$ cat src/rtl/div_seq_unit_pkg.sv
// Shared types for the iterative divider: operation codes, FSM states and
// small decode helpers used by the datapath and the bench.
package riscv_types;

    typedef enum logic [1:0] {
        DIVOP_DIV  = 2'b00,
        DIVOP_DIVU = 2'b01,
        DIVOP_REM  = 2'b10,
        DIVOP_REMU = 2'b11
    } div_op_t;

    typedef enum logic [1:0] {
        IDLE = 2'b00,
        CALC = 2'b01,
        FIX  = 2'b10
    } div_state_t;

    function automatic logic is_signed_op(input div_op_t op);
        return (op == DIVOP_DIV) || (op == DIVOP_REM);
    endfunction

    function automatic logic is_rem_op(input div_op_t op);
        return (op == DIVOP_REM) || (op == DIVOP_REMU);
    endfunction

endpackage

$ cat src/rtl/div_seq_unit_if.sv
// Request/response bundle between the execute stage and the divider.
interface div_seq_unit_if #(
    parameter int XLEN = 32
);
    import riscv_types::*;

    logic            start;
    div_op_t         op;
    logic [XLEN-1:0] op1;
    logic [XLEN-1:0] op2;
    logic            flush;
    logic            ready;
    logic            done;
    logic [XLEN-1:0] result;

    modport master (
        output start, op, op1, op2, flush,
        input  ready, done, result
    );

    modport slave (
        input  start, op, op1, op2, flush,
        output ready, done, result
    );

endinterface

$ cat src/rtl/div_seq_unit_step.sv
// One restoring divide step: shift {rem, quo} left, try subtracting the
// divisor at XLEN+1 bits and keep the difference when no borrow occurs.
module div_step #(
    parameter int XLEN = 32
) (
    input  logic [XLEN-1:0] rem_i,
    input  logic [XLEN-1:0] quo_i,
    input  logic [XLEN-1:0] dvsr_i,
    output logic [XLEN-1:0] rem_o,
    output logic [XLEN-1:0] quo_o
);

    logic [XLEN:0] rem_sh;
    logic [XLEN:0] trial;

    // Trial subtraction; the top bit of the difference is the borrow.
    always_comb begin
        rem_sh = {rem_i, quo_i[XLEN-1]};
        trial  = rem_sh - {1'b0, dvsr_i};
        rem_o  = trial[XLEN] ? rem_sh[XLEN-1:0] : trial[XLEN-1:0];
        quo_o  = {quo_i[XLEN-2:0], ~trial[XLEN]};
    end

endmodule

$ cat src/rtl/div_seq_unit.sv
// Iterative RV32M DIV/DIVU/REM/REMU unit. Operands are reduced to
// magnitudes on accept, XLEN restoring steps run in CALC, and FIX applies
// signs and selects quotient or remainder.
// Divide-by-zero and signed overflow are resolved from the operands, not
// from the iteration. Defining DIV_EARLY_OUT_EN returns those cases on the
// accept edge instead of running the full sequence.
//
// state | meaning
// IDLE  | ready, waiting for start
// CALC  | one restoring step per cycle, XLEN steps
// FIX   | sign correction, result register load, done next cycle
module div_seq_unit
    import riscv_types::*;
#(
    parameter int XLEN = 32
) (
    input logic          clk,
    input logic          reset,
    div_seq_unit_if.slave bus
);

    localparam int CNT_W = (XLEN > 1) ? $clog2(XLEN) : 1;
    localparam logic [CNT_W-1:0] CNT_LAST = CNT_W'(XLEN - 1);
    localparam logic [XLEN-1:0]  INT_MIN  = {1'b1, {(XLEN-1){1'b0}}};

    div_state_t      state_q, state_d;
    div_op_t         op_q, op_d;
    logic [XLEN-1:0] rem_q, rem_d;
    logic [XLEN-1:0] quo_q, quo_d;
    logic [XLEN-1:0] dvsr_q, dvsr_d;
    logic [CNT_W-1:0] cnt_q, cnt_d;
    logic            qneg_q, qneg_d;
    logic            rneg_q, rneg_d;
    logic            special_q, special_d;
    logic [XLEN-1:0] spec_res_q, spec_res_d;
    logic [XLEN-1:0] result_q, result_d;
    logic            done_q, done_d;

    logic            op_signed;
    logic            a_neg, b_neg;
    logic            div_zero, sgn_ovf;
    logic [XLEN-1:0] op1_abs, op2_abs;
    logic [XLEN-1:0] spec_val;
    logic [XLEN-1:0] step_rem, step_quo;
    logic [XLEN-1:0] quo_fix, rem_fix;

    div_step #(.XLEN(XLEN)) u_step (
        .rem_i  (rem_q),
        .quo_i  (quo_q),
        .dvsr_i (dvsr_q),
        .rem_o  (step_rem),
        .quo_o  (step_quo)
    );

    // Operand conditioning and special-case results for the accept cycle.
    always_comb begin
        op_signed = is_signed_op(bus.op);
        a_neg     = op_signed & bus.op1[XLEN-1];
        b_neg     = op_signed & bus.op2[XLEN-1];
        op1_abs   = a_neg ? (-bus.op1) : bus.op1;
        op2_abs   = b_neg ? (-bus.op2) : bus.op2;
        div_zero  = (bus.op2 == '0);
        sgn_ovf   = op_signed && (bus.op1 == INT_MIN) && (bus.op2 == '1);
        if (is_rem_op(bus.op)) begin
            spec_val = div_zero ? bus.op1 : '0;
        end else begin
            spec_val = div_zero ? '1 : INT_MIN;
        end
        quo_fix = qneg_q ? (-quo_q) : quo_q;
        rem_fix = rneg_q ? (-rem_q) : rem_q;
    end

    // Next-state and datapath control; flush overrides everything.
    always_comb begin
        state_d    = state_q;
        op_d       = op_q;
        rem_d      = rem_q;
        quo_d      = quo_q;
        dvsr_d     = dvsr_q;
        cnt_d      = cnt_q;
        qneg_d     = qneg_q;
        rneg_d     = rneg_q;
        special_d  = special_q;
        spec_res_d = spec_res_q;
        result_d   = result_q;
        done_d     = 1'b0;

        case (state_q)
            IDLE: begin
                if (bus.start && !bus.flush) begin
                    op_d       = bus.op;
                    quo_d      = op1_abs;
                    dvsr_d     = op2_abs;
                    rem_d      = '0;
                    cnt_d      = '0;
                    qneg_d     = a_neg ^ b_neg;
                    rneg_d     = a_neg;
                    special_d  = div_zero | sgn_ovf;
                    spec_res_d = spec_val;
`ifdef DIV_EARLY_OUT_EN
                    if (div_zero || sgn_ovf) begin
                        result_d = spec_val;
                        done_d   = 1'b1;
                    end else begin
                        state_d = CALC;
                    end
`else
                    state_d = CALC;
`endif
                end
            end
            CALC: begin
                rem_d = step_rem;
                quo_d = step_quo;
                cnt_d = cnt_q + CNT_W'(1);
                if (cnt_q == CNT_LAST) begin
                    state_d = FIX;
                end
            end
            FIX: begin
                if (special_q) begin
                    result_d = spec_res_q;
                end else if (is_rem_op(op_q)) begin
                    result_d = rem_fix;
                end else begin
                    result_d = quo_fix;
                end
                done_d  = 1'b1;
                state_d = IDLE;
            end
            default: begin
                state_d = IDLE;
            end
        endcase

        if (bus.flush) begin
            state_d  = IDLE;
            done_d   = 1'b0;
            result_d = result_q;
        end
    end

    // State and datapath registers with synchronous reset.
    always_ff @(posedge clk) begin
        if (reset) begin
            state_q    <= IDLE;
            op_q       <= DIVOP_DIV;
            rem_q      <= '0;
            quo_q      <= '0;
            dvsr_q     <= '0;
            cnt_q      <= '0;
            qneg_q     <= 1'b0;
            rneg_q     <= 1'b0;
            special_q  <= 1'b0;
            spec_res_q <= '0;
            result_q   <= '0;
            done_q     <= 1'b0;
        end else begin
            state_q    <= state_d;
            op_q       <= op_d;
            rem_q      <= rem_d;
            quo_q      <= quo_d;
            dvsr_q     <= dvsr_d;
            cnt_q      <= cnt_d;
            qneg_q     <= qneg_d;
            rneg_q     <= rneg_d;
            special_q  <= special_d;
            spec_res_q <= spec_res_d;
            result_q   <= result_d;
            done_q     <= done_d;
        end
    end

    assign bus.ready  = (state_q == IDLE);
    assign bus.done   = done_q;
    assign bus.result = result_q;

endmodule

$ cat src/flat_wrapper.sv
// flat-port wrapper written by rule: the top's interface ports become plain ports
module div_seq_unit_flat import riscv_types::*;
#(
    parameter int XLEN = 32
)
  (clk, reset, bus_start, bus_op, bus_op1, bus_op2, bus_flush, bus_ready, bus_done, bus_result);
  div_seq_unit_if #(.XLEN(XLEN)) bus_i ();
  input logic clk;
  input logic reset;
  input wire logic [$bits(bus_i.start)-1:0] bus_start;
  input wire logic [$bits(bus_i.op)-1:0] bus_op;
  input wire logic [$bits(bus_i.op1)-1:0] bus_op1;
  input wire logic [$bits(bus_i.op2)-1:0] bus_op2;
  input wire logic [$bits(bus_i.flush)-1:0] bus_flush;
  output wire logic [$bits(bus_i.ready)-1:0] bus_ready;
  output wire logic [$bits(bus_i.done)-1:0] bus_done;
  output wire logic [$bits(bus_i.result)-1:0] bus_result;
  assign bus_i.start = bus_start;
  assign bus_i.op = bus_op;
  assign bus_i.op1 = bus_op1;
  assign bus_i.op2 = bus_op2;
  assign bus_i.flush = bus_flush;
  assign bus_ready = bus_i.ready;
  assign bus_done = bus_i.done;
  assign bus_result = bus_i.result;
  div_seq_unit #(.XLEN(XLEN)) u_core (.clk(clk), .reset(reset), .bus(bus_i));
endmodule
$ cat config.mk
export PLATFORM = sky130hd
export DESIGN_NAME = div_seq_unit_flat
export DESIGN_NICKNAME = d
export VERILOG_FILES = /design/src/rtl/div_seq_unit_pkg.sv /design/src/rtl/div_seq_unit_if.sv /design/src/rtl/div_seq_unit_step.sv /design/src/rtl/div_seq_unit.sv /design/src/flat_wrapper.sv
export SDC_FILE = /design/constraint.sdc
export NUM_CORES = 1
export LEC_CHECK = 0
export CAP_MARGIN = 20
export CORE_AREA = 2 2 190 117
export CTS_BUF_LIST = sky130_fd_sc_hd__clkbuf_16
export DETAILED_ROUTE_END_ITERATION = 7
export DIE_AREA = 0 0 192 119
export GPL_TIMING_DRIVEN = 0
export PLACE_DENSITY_LB_ADDON = 0.15
export SETUP_SLACK_MARGIN = 0.2
export SYNTH_ARGS = -nofsm -noshare
export SYNTH_HDL_FRONTEND = slang
export SYNTH_SLANG_ARGS = --single-unit
$ cat constraint.sdc
create_clock -name clk -period 7.5 [get_ports clk]
set_clock_uncertainty 0.1 [all_clocks]
set_input_delay 0.75 -clock clk [delete_from_list [all_inputs] [get_ports clk]]
set_output_delay 0.75 -clock clk [all_outputs]
set_load 0.01 [all_outputs]
==> flow_metrics.py, run 1 <==
metrics = {
    "clocking": {
        "cts_inserted_buffers": 17,
        "cts_root_buf": "clkbuf_16",
        "cts_setup_buffers": 0,
        "cts_sinks": 172,
        "hold_buffers": 0,
        "clkTransAtPathRegs_ns": 0.07,
        "tritoncts": "built",
        "clockBufferDepth": 2,
        "clk_latency_ns": 0.45,
        "cts_resized": 0,
        "htreeDepth": 4,
    },
    "sta": {
        "whs_ns": 0.3516,
        "fmax_ghz": 0.2505,
        "hold_violations": 0,
        "setup_viol": 0,
        "tns_ns": 0,
        "finalCriticalPeriod_ns": 3.991,
        "drv_slew": 0,
        "rsz0062_at_grt": "false",
        "period_share_pct": 53.22,
        "worst_pin_slew_ns": 0.9121,
        "slew_headroom_pct": 38.99,
    },
    "placed_design": {
        "io_buffer_count": 102,
        "gp_congestion": 1.018,
        "dp_hpwl_mm": 33.89,
    },
    "finish": {
        "utilization_pct": 63.50,
        "drive_gt1_share_pct": 5.094,
        "nNetsFinal": 1748,
        "fill_cells": 1972,
        "syn_to_final_growth_pct": 16.35,
        "n_antenna_cell": 0,
        "final_common_cell": "dfxtp_1",
        "final_cell_mix": "172 x dfxtp_1, 161 x nand2_1, 138 x nor2_1, 104 x a21oi_1, 102 x clkdlybuf4s50_1",
    },
    "setup_path": {
        "end_kind": "register",
        "r2r-start": "u_core.rem_q[17]",
        "rr_worst_depth": 11,
        "critical_path_required_ns": 7.77,
        "critPathKind": "register to register",
        "cp-start-kind": "register",
        "r2r_end": "u_core.rem_q[20]",
        "critPathArrivalTime_ns": 4.26,
        "cp_max_fo": 10,
        "crit_path_start": "u_core.rem_q[17]",
        "r2r_slack_ns": 3.51,
        "endpoint": "u_core.rem_q[20]",
    },
    "yosys": {
        "synth_ff_type": "dfxtp_1",
        "syn_area_sq_um": 11700,
        "yosys_warnings": 0,
        "synthCells": 1516,
        "synth_edf_count": 0,
        "synth.avg_cell_area_sq_um": 7.718,
        "netlist-cell-type-count": 81,
        "ys_seq_area_share_pct": 29.43,
        "synth-async-reset-ratio_pct": 0,
        "ys_seq_elements": 172,
        "syn_nets": 1626,
    },
    "global_routing": {
        "gr-usage-met3_pct": 13.26,
        "track_usage_pct": 37.27,
        "grt_max_degree": 17,
        "use_met2_pct": 44.49,
        "overflow": 0,
        "antenna_found_initial": 0,
        "grt.met1_usage_pct": 60.94,
        "grt_pass1_wl_mm": 64.11,
        "grt_most_used_layer": "met1",
        "first_global_vias": 10780,
    },
    "drt": {
        "drtIter0Drc": 1724,
        "vias_per_cell": 6.424,
        "postRouteAntennaNets": 0,
        "vias": 12430,
        "drt_pass1_iterations": 6,
        "drc": 0,
        "drt-total-wl_mm": 42.58,
        "routedWlPerCell_um": 22.01,
    },
    "job": {
        "drv_cap": 0,
    },
    "power": {
        "p_per_area_nw_per_um2": 169.0,
        "vdd_ir_drop_max_uv": 171.2,
        "p_leak_nw": 4.890,
    },
    "worst_hold_path": {
        "min_path_type": "register to register",
    },
    "die": {
        "core-area_sq_um": 21440,
        "start_util_pct": 54.58,
        "dieArea_sq_um": 22850,
        "die_w_um": 192,
        "die_h_um": 119,
        "rows": 42,
        "ios": 104,
    },
    "run_status": {
        "outcome": "finished, final reports clean",
    },
}
## layer usage
layer / vias up / routed length [um]
met5: - / 0
li1: 5720 / -
met2: 797 / 15100
met3: 54 / 6591
met4: 0 / 612
met1: 5859 / 20270
## cell type report
| cell class | count | area, sq um | share of cell area [%] |
|---|---|---|---|
| buffer | 99 | 465.4 | 3.419 |
| multi-input combinational | 1192 | 7600 | 55.82 |
| sequential | 172 | 3443 | 25.29 |
| clock inverter | 13 | 95.09 | 0.6985 |
| inverter | 53 | 198.9 | 1.461 |
| timing repair buffer | 103 | 1028 | 7.554 |
| tap | 286 | 357.8 | 2.628 |
| clock buffer | 17 | 425.4 | 3.125 |
## synthesized netlist by cell type (11+ instances only)
cell	number	share of area, %
dfxtp_1	172	29
nand4_1	16	0.86
nor2b_1	39	2.1
o41ai_1	12	0.90
nand2b_1	13	0.70
a211oi_1	58	3.7
clkbuf_1	76	2.4
inv_1	53	1.7
nor4_1	17	0.91
o21ai_0	83	3.6
a21oi_1	104	4.4
a22oi_1	31	2.0
o31ai_1	25	1.6
nor3_1	42	1.8
a31oi_1	11	0.59
nand3_1	29	1.2
xor2_1	75	5.6
a32oi_1	13	0.97
or3_1	11	0.59
ha_1	39	4.2
mux2i_1	22	1.9
nor2_1	138	4.4
nand2_1	161	5.2
xnor2_1	66	4.9
o21ai_1	26	1.1
## stage by stage
stage / cells / setup WS [ns] / cell area, sq um / power (mW)
5_1_grt: 1935 / 3.335 / 13610 / 2.370
2_1_floorplan: 1516 / 4.402 / 11700 / 1.286
4_1_cts: 1935 / 3.675 / 13610 / 2.271
3_3_place_gp: 1904 / 3.086 / 13080 / 1.462
3_5_place_dp: 1905 / 3.549 / 13090 / 1.470
6_report: 1935 / 3.509 / 13610 / 2.300
## logic make-up (layout without fill, tap and decap cells)
| family | after synthesis | after routing | share of synthesized area (%) |
|---|---|---|---|
| flops | 172 | 172 | 29.43 |
| xor+xnor | 141 | 141 | 10.55 |
| fa+ha+maj | 40 | 40 | 4.341 |
| compound gates | 452 | 452 | 25.48 |
| mux | 23 | 23 | 1.978 |
| buf+inv | 152 | 285 | 5.678 |
| simple gates | 536 | 536 | 22.54 |
## worst max-delay path, stage by stage, from the launching register on
cell and delay (ns):
dfxtp_1 0.41, ha_1 0.31, clkbuf_1 0.36, nand4_1 0.29, nor4_1 0.42, o211ai_1 0.27, a21oi_1 0.22, nor2_1 0.09
xor2_1 0.72, clkbuf_1 0.42, nor2_1 0.12, o21ai_0 0.18
## state kept, by name (all words and copies together), names as in the netlist
signal	flops
u_core.bus.result	32
u_core.dvsr_q	32
u_core.quo_q	32
u_core.rem_q	32
u_core.spec_res_q	32
u_core.cnt_q	5
u_core.state_q	2
u_core.bus.done	1
u_core.op_q	1
u_core.qneg_q	1
u_core.rneg_q	1
u_core.special_q	1
## where the power goes
| part | switching [mW] | leakage (nW) | internal [mW] |
|---|---|---|---|
| clock | 0.403 | 0.248 | 0.422 |
| combinational | 0.319 | 3.25 | 0.189 |
| sequential | 0.0303 | 1.40 | 0.938 |
## how the worst min path moves through the flow
stage	cells past startpoint	from	to	slack (ns)
3_5_place_dp	2	u_core.spec_res_q[19]	u_core.spec_res_q[19]	0.34
4_1_cts	2	u_core.spec_res_q[19]	u_core.spec_res_q[19]	0.35
6_report	2	u_core.spec_res_q[8]	u_core.spec_res_q[8]	0.35
3_3_place_gp	2	u_core.spec_res_q[26]	u_core.spec_res_q[26]	0.33
2_1_floorplan	2	u_core.spec_res_q[26]	u_core.spec_res_q[26]	0.32
5_1_grt	2	u_core.spec_res_q[9]	u_core.spec_res_q[9]	0.37
No activity file was read; power rests on OpenSTA's default activity.
==> run 2: changes to the inputs <==
- CORE_AREA: 2 2 190 117 -> 2 2 195 121
- DIE_AREA: 0 0 192 119 -> 0 0 197 123
- clock period: 7.5 -> 3.4 ns (I/O delays scaled with it)
==> flow_metrics.py, run 2 (synthesized netlist as in run 1, its figures left out) <==
metrics = {
    "global_routing": {
        "antenna_found_initial": 0,
        "first_global_vias": 10655,
        "track_usage_pct": 35.16,
        "grt_pass1_wl_mm": 63.83,
        "grt_max_degree": 17,
        "overflow": 0,
    },
    "setup_path": {
        "cp-start-kind": "register",
        "path_depth": 13,
        "r2r-start": "u_core.dvsr_q[22]",
        "critPathArrivalTime_ns": 3.50,
        "endpoint": "u_core.rem_q[7]",
        "crit_path_start": "u_core.dvsr_q[22]",
        "critPathKind": "register to register",
        "path_buf_inv": 4,
        "crit_path_max_incr_delay_ns": 0.40,
        "r2r_slack_ns": 0.16,
        "critical_path_required_ns": 3.66,
        "end_kind": "register",
        "slowest_stage": "nor4_4",
        "crit_chain": "inv_1, ha_1, clkbuf_2, nand2_2, nor4_4, o211ai_1, buf_4, a21oi_4, nor2_4, xor2_2, buf_12, or3_1, a311oi_1",
        "rr_worst_depth": 13,
        "cp_max_fo": 9,
        "r2r_end": "u_core.rem_q[7]",
        "crit_family": "simple AND/OR/NAND/NOR gates",
    },
    "die": {
        "rows": 43,
        "dieArea_sq_um": 24230,
        "start_util_pct": 52.03,
        "die_w_um": 197,
        "ios": 104,
        "die_h_um": 123,
        "core-area_sq_um": 22490,
    },
    "placed_design": {
        "dp_hpwl_mm": 33.95,
        "gp_congestion": 1.015,
        "io_buffer_count": 102,
        "post_dp_cell_area_sq_um": 13090,
    },
    "worst_hold_path": {
        "min_path_type": "register to register",
    },
    "finish": {
        "syn_to_final_growth_pct": 18.73,
        "final_area_sq_um": 13890,
        "fill_cells": 2100,
        "seq_area_sq_um": 3455,
        "nNetsFinal": 1751,
        "drive_gt1_share_pct": 7.925,
        "n_antenna_cell": 0,
        "final_common_cell": "dfxtp_1",
        "multiInputGateArea_sq_um": 7746,
        "final_cell_mix": "163 x dfxtp_1, 160 x nand2_1, 137 x nor2_1, 102 x clkdlybuf4s50_1, 101 x a21oi_1",
        "utilization_pct": 61.78,
    },
    "sta": {
        "worst_pin_slew_ns": 1.079,
        "whs_ns": 0.3496,
        "drv_slew": 0,
        "slew_headroom_pct": 27.88,
        "period_share_pct": 95.33,
        "setup_viol": 0,
        "finalCriticalPeriod_ns": 3.241,
        "hold_violations": 0,
        "rsz0062_at_grt": "true",
        "fmax_ghz": 0.3085,
    },
    "clocking": {
        "cts_sinks": 172,
        "clockBufferDepth": 2,
        "clkTransAtPathRegs_ns": 0.07,
        "cts_inserted_buffers": 17,
        "cts_root_buf": "clkbuf_16",
        "clk_latency_ns": 0.45,
        "htreeDepth": 4,
        "tritoncts": "built",
    },
    "drt": {
        "drt_pass1_iterations": 6,
        "routedWlPerCell_um": 22.05,
        "drtIter0Drc": 1666,
        "postRouteAntennaNets": 0,
        "vias": 12274,
        "drc": 0,
        "drt-total-wl_mm": 42.88,
        "vias_per_cell": 6.311,
    },
    "power": {
        "vdd_ir_drop_max_uv": 374.4,
        "p_leak_nw": 5.028,
        "p_per_area_nw_per_um2": 373.7,
    },
    "job": {
        "drv_cap": 0,
    },
    "run_status": {
        "outcome": "finished, final reports clean",
    },
}
==> run 2: worst reg2reg max path, stage by stage (launching register included) <==
cell and delay, ns:
dfxtp_1 0.33, inv_1 0.11, ha_1 0.30, clkbuf_2 0.20
nand2_2 0.13, nor4_4 0.40, o211ai_1 0.16, buf_4 0.19
a21oi_4 0.16, nor2_4 0.07, xor2_2 0.19, buf_12 0.17
or3_1 0.37, a311oi_1 0.26
==> run 2: layer usage <==
| metal | vias to the layer above | GRT usage [%] | part of all wire [%] | routed length (um) |
|---|---|---|---|---|
| met4 | 0 | 6.062 | 1.2 | 495 |
| met5 | - | 0 | 0 | 0 |
| met2 | 776 | 42.38 | 35 | 14910 |
| met1 | 5715 | 55.63 | 48 | 20710 |
| li1 | 5736 | - | - | - |
| met3 | 47 | 14.78 | 16 | 6763 |
==> run 2: layout make-up <==
| class | instances | area share, % |
|---|---|---|
| buffer | 99 | 3.737 |
| clock buffer | 17 | 3.062 |
| clock inverter | 14 | 0.8646 |
| inverter | 53 | 1.432 |
| multi-input combinational | 1192 | 55.75 |
| sequential | 172 | 24.86 |
| tap | 292 | 2.630 |
| timing repair buffer | 106 | 7.655 |
==> run 2: how the worst min path moves through the flow <==
stage | startpoint | slack (ns) | end | depth (start not counted)
after floorplan | bus_flush | 0.32 | u_core.state_q[1] | 1
after global placement | u_core.spec_res_q[29] | 0.33 | u_core.spec_res_q[29] | 2
after detailed placement | u_core.spec_res_q[26] | 0.34 | u_core.spec_res_q[26] | 2
after CTS | u_core.spec_res_q[1] | 0.35 | u_core.spec_res_q[1] | 2
after global routing | u_core.spec_res_q[13] | 0.38 | u_core.spec_res_q[13] | 2
final | u_core.spec_res_q[1] | 0.35 | u_core.spec_res_q[1] | 2
==> run 2: per-stage QoR <==
stage / instances / setup WS [ns] / setup TNS [ns] / power [mW]
4_1_cts: 1944 / 0.2022 / 0 / 5.101
2_1_floorplan: 1516 / 0.5847 / 0 / 2.837
3_3_place_gp: 1910 / -0.6001 / -27.62 / 3.227
3_5_place_dp: 1910 / -0.5349 / -12.45 / 3.242
6_report: 1945 / 0.1588 / 0 / 5.192
5_1_grt: 1945 / 0.1000 / 0 / 5.343
==> run 2: timing repair <==
| action | 4_1_cts | 5_1_grt |
|---|---|---|
| hold buffers | 0 | 0 |
| buffers inserted | 3 | 1 |
| pin swaps | 5 | 9 |
| gates cloned | 0 | 0 |
| endpoints found under the hold margin | 0 | 0 |
| setup endpoints to repair | 34 | 50 |
| gates resized for setup | 28 | 53 |
==> run 2: power by group <==
group / total, mW / switching, mW / internal [mW]
logic: 1.16 / 0.720 / 0.441
clock network: 1.90 / 0.890 / 1.01
registers: 2.13 / 0.0660 / 2.07
total: 5.19 / 1.68 / 3.52
==> run 3: changes to the inputs <==
- clock period: 3.4 -> 2.8 ns (I/O delays scaled with it)
==> flow_metrics.py, run 3 (synthesized netlist as in run 1, its figures left out) <==
metrics = {
    "run_status": {
        "outcome": "finished with violations",
        "violations": "setup timing",
    },
    "setup_path": {
        "cp-start-kind": "register",
        "end_kind": "register",
        "crit_path_start": "u_core.rem_q[11]",
        "critPathKind": "register to register",
        "r2r-start": "u_core.rem_q[11]",
        "critical_path_required_ns": 2.98,
        "critPathArrivalTime_ns": 3.27,
        "cp_max_fo": 8,
    },
    "clocking": {
        "clkTransAtPathRegs_ns": 0.08,
        "cts_sinks": 172,
        "clockBufferDepth": 2,
        "cts_root_buf": "clkbuf_16",
        "hold_buffers": 0,
        "cts_inserted_buffers": 17,
        "tritoncts": "built",
        "clk_latency_ns": 0.45,
        "htreeDepth": 4,
    },
    "sta": {
        "drv_slew": 0,
        "worst_slack_ns": -0.2900,
        "slew_headroom_pct": 37.68,
        "finalCriticalPeriod_ns": 3.090,
        "whs_ns": 0.1677,
        "worst_pin_slew_ns": 0.9347,
        "rsz0062_at_grt": "true",
        "fmax_ghz": 0.3236,
        "setup_viol": 42,
        "period_share_pct": 110.4,
        "hold_violations": 0,
    },
    "placed_design": {
        "place_ws_ns": -0.7256,
        "dp_cells": 1911,
        "gp_congestion": 0.9846,
        "dp_hpwl_mm": 34.72,
        "io_buffer_count": 102,
    },
    "drt": {
        "drt-total-wl_mm": 47.66,
        "drt_pass1_iterations": 6,
        "drtIter0Drc": 1793,
        "routedWlPerCell_um": 23.66,
        "vias": 13099,
        "vias_per_cell": 6.504,
        "postRouteAntennaNets": 0,
        "drc": 0,
    },
    "finish": {
        "final_common_cell": "nand2_1",
        "n_antenna_cell": 0,
        "final_cells": 2014,
        "final_cell_mix": "148 x nand2_1, 139 x dfxtp_1, 135 x nor2_1, 96 x a21oi_1, 94 x clkdlybuf4s50_1",
        "fill_cells": 1781,
        "drive_gt1_share_pct": 20.38,
        "multiInputGateArea_sq_um": 8660,
        "nNetsFinal": 1819,
        "seq_area_sq_um": 3510,
        "syn_to_final_growth_pct": 33.47,
    },
    "global_routing": {
        "grt_pass1_wl_mm": 67.83,
        "grt_most_used_layer": "met1",
        "overflow": 0,
        "use_met2_pct": 47.26,
        "gr-usage-met3_pct": 14.54,
        "track_usage_pct": 37.43,
        "grt.met1_usage_pct": 57.99,
        "grt_max_degree": 17,
        "antenna_found_initial": 1,
        "first_global_vias": 11375,
    },
    "die": {
        "die_h_um": 123,
        "start_util_pct": 52.03,
        "core-area_sq_um": 22490,
        "ios": 104,
        "die_w_um": 197,
        "rows": 43,
        "dieArea_sq_um": 24230,
    },
    "job": {
        "drv_cap": 0,
    },
    "worst_hold_path": {
        "hp-start": "bus_op2[8]",
        "min_path_type": "input pin to register",
    },
    "power": {
        "p_per_area_nw_per_um2": 430.2,
        "vdd_ir_drop_max_uv": 505.8,
        "p_leak_nw": 5.664,
    },
}
==> run 3: stage by stage <==
stage / power [mW] / TNS (ns) / utilization (%) / cell area (sq um)
global placement: 3.949 / -109.45 / 58.55 / 13170
floorplan: 3.461 / 0 / - / 11780
detailed placement: 3.961 / -47.66 / 58.61 / 13180
CTS: 6.460 / -2.696 / 65.49 / 14730
finish: 6.719 / -6.597 / 69.44 / 15620
global route: 6.899 / -9.029 / 69.44 / 15620
==> run 3: area by class of cell <==
cell class                 count  area share, %
multi-input combinational   1192          55.45
sequential                   172          22.47
timing repair buffer         174          10.72
buffer                        99          3.990
clock buffer                  17          2.724
tap                          292          2.339
inverter                      53          1.298
clock inverter                15          1.009
==> run 3: critical path: stages, from the launching register on <==
cell	delay [ns]
dfxtp_4	0.37
ha_4	0.26
buf_6	0.12
nand4_1	0.23
nor4_4	0.35
buf_4	0.17
a32oi_2	0.09
a21oi_4	0.22
nor2_4	0.06
buf_6	0.13
xnor2_2	0.14
buf_6	0.19
buf_12	0.14
mux2i_1	0.20
o21ai_1	0.14
==> run 3: worst paths after layout <==
path	end	slack (ns)	cells after the start
worst max-delay path	u_core.rem_q[16]	-0.29	14
worst min-delay path	u_core.dvsr_q[8]	0.17	3
worst max register to register	u_core.rem_q[16]	-0.29	14
worst min register to register	u_core.spec_res_q[15]	0.35	2
==> run 3: layer usage <==
metal / vias to the layer above / part of all wire [%]
met5: - / 0.021
met4: 2 / 2.3
met3: 127 / 16
met2: 913 / 37
met1: 6197 / 45
li1: 5860 / -
==> run 3: power breakdown <==
group	switching (mW)	total (mW)	internal, mW	leakage (nW)
sequential	0.0862	2.59	2.51	1.41
clock	1.11	2.44	1.33	0.286
combinational	1.01	1.69	0.679	3.96
==> run 3: repair_timing <==
action	4_1_cts	5_1_grt
endpoints found under the hold margin	0	0
setup endpoints to repair	106	98
resized for setup	185	156
setup buffers	35	31
gates cloned	4	1
pin swaps	51	59
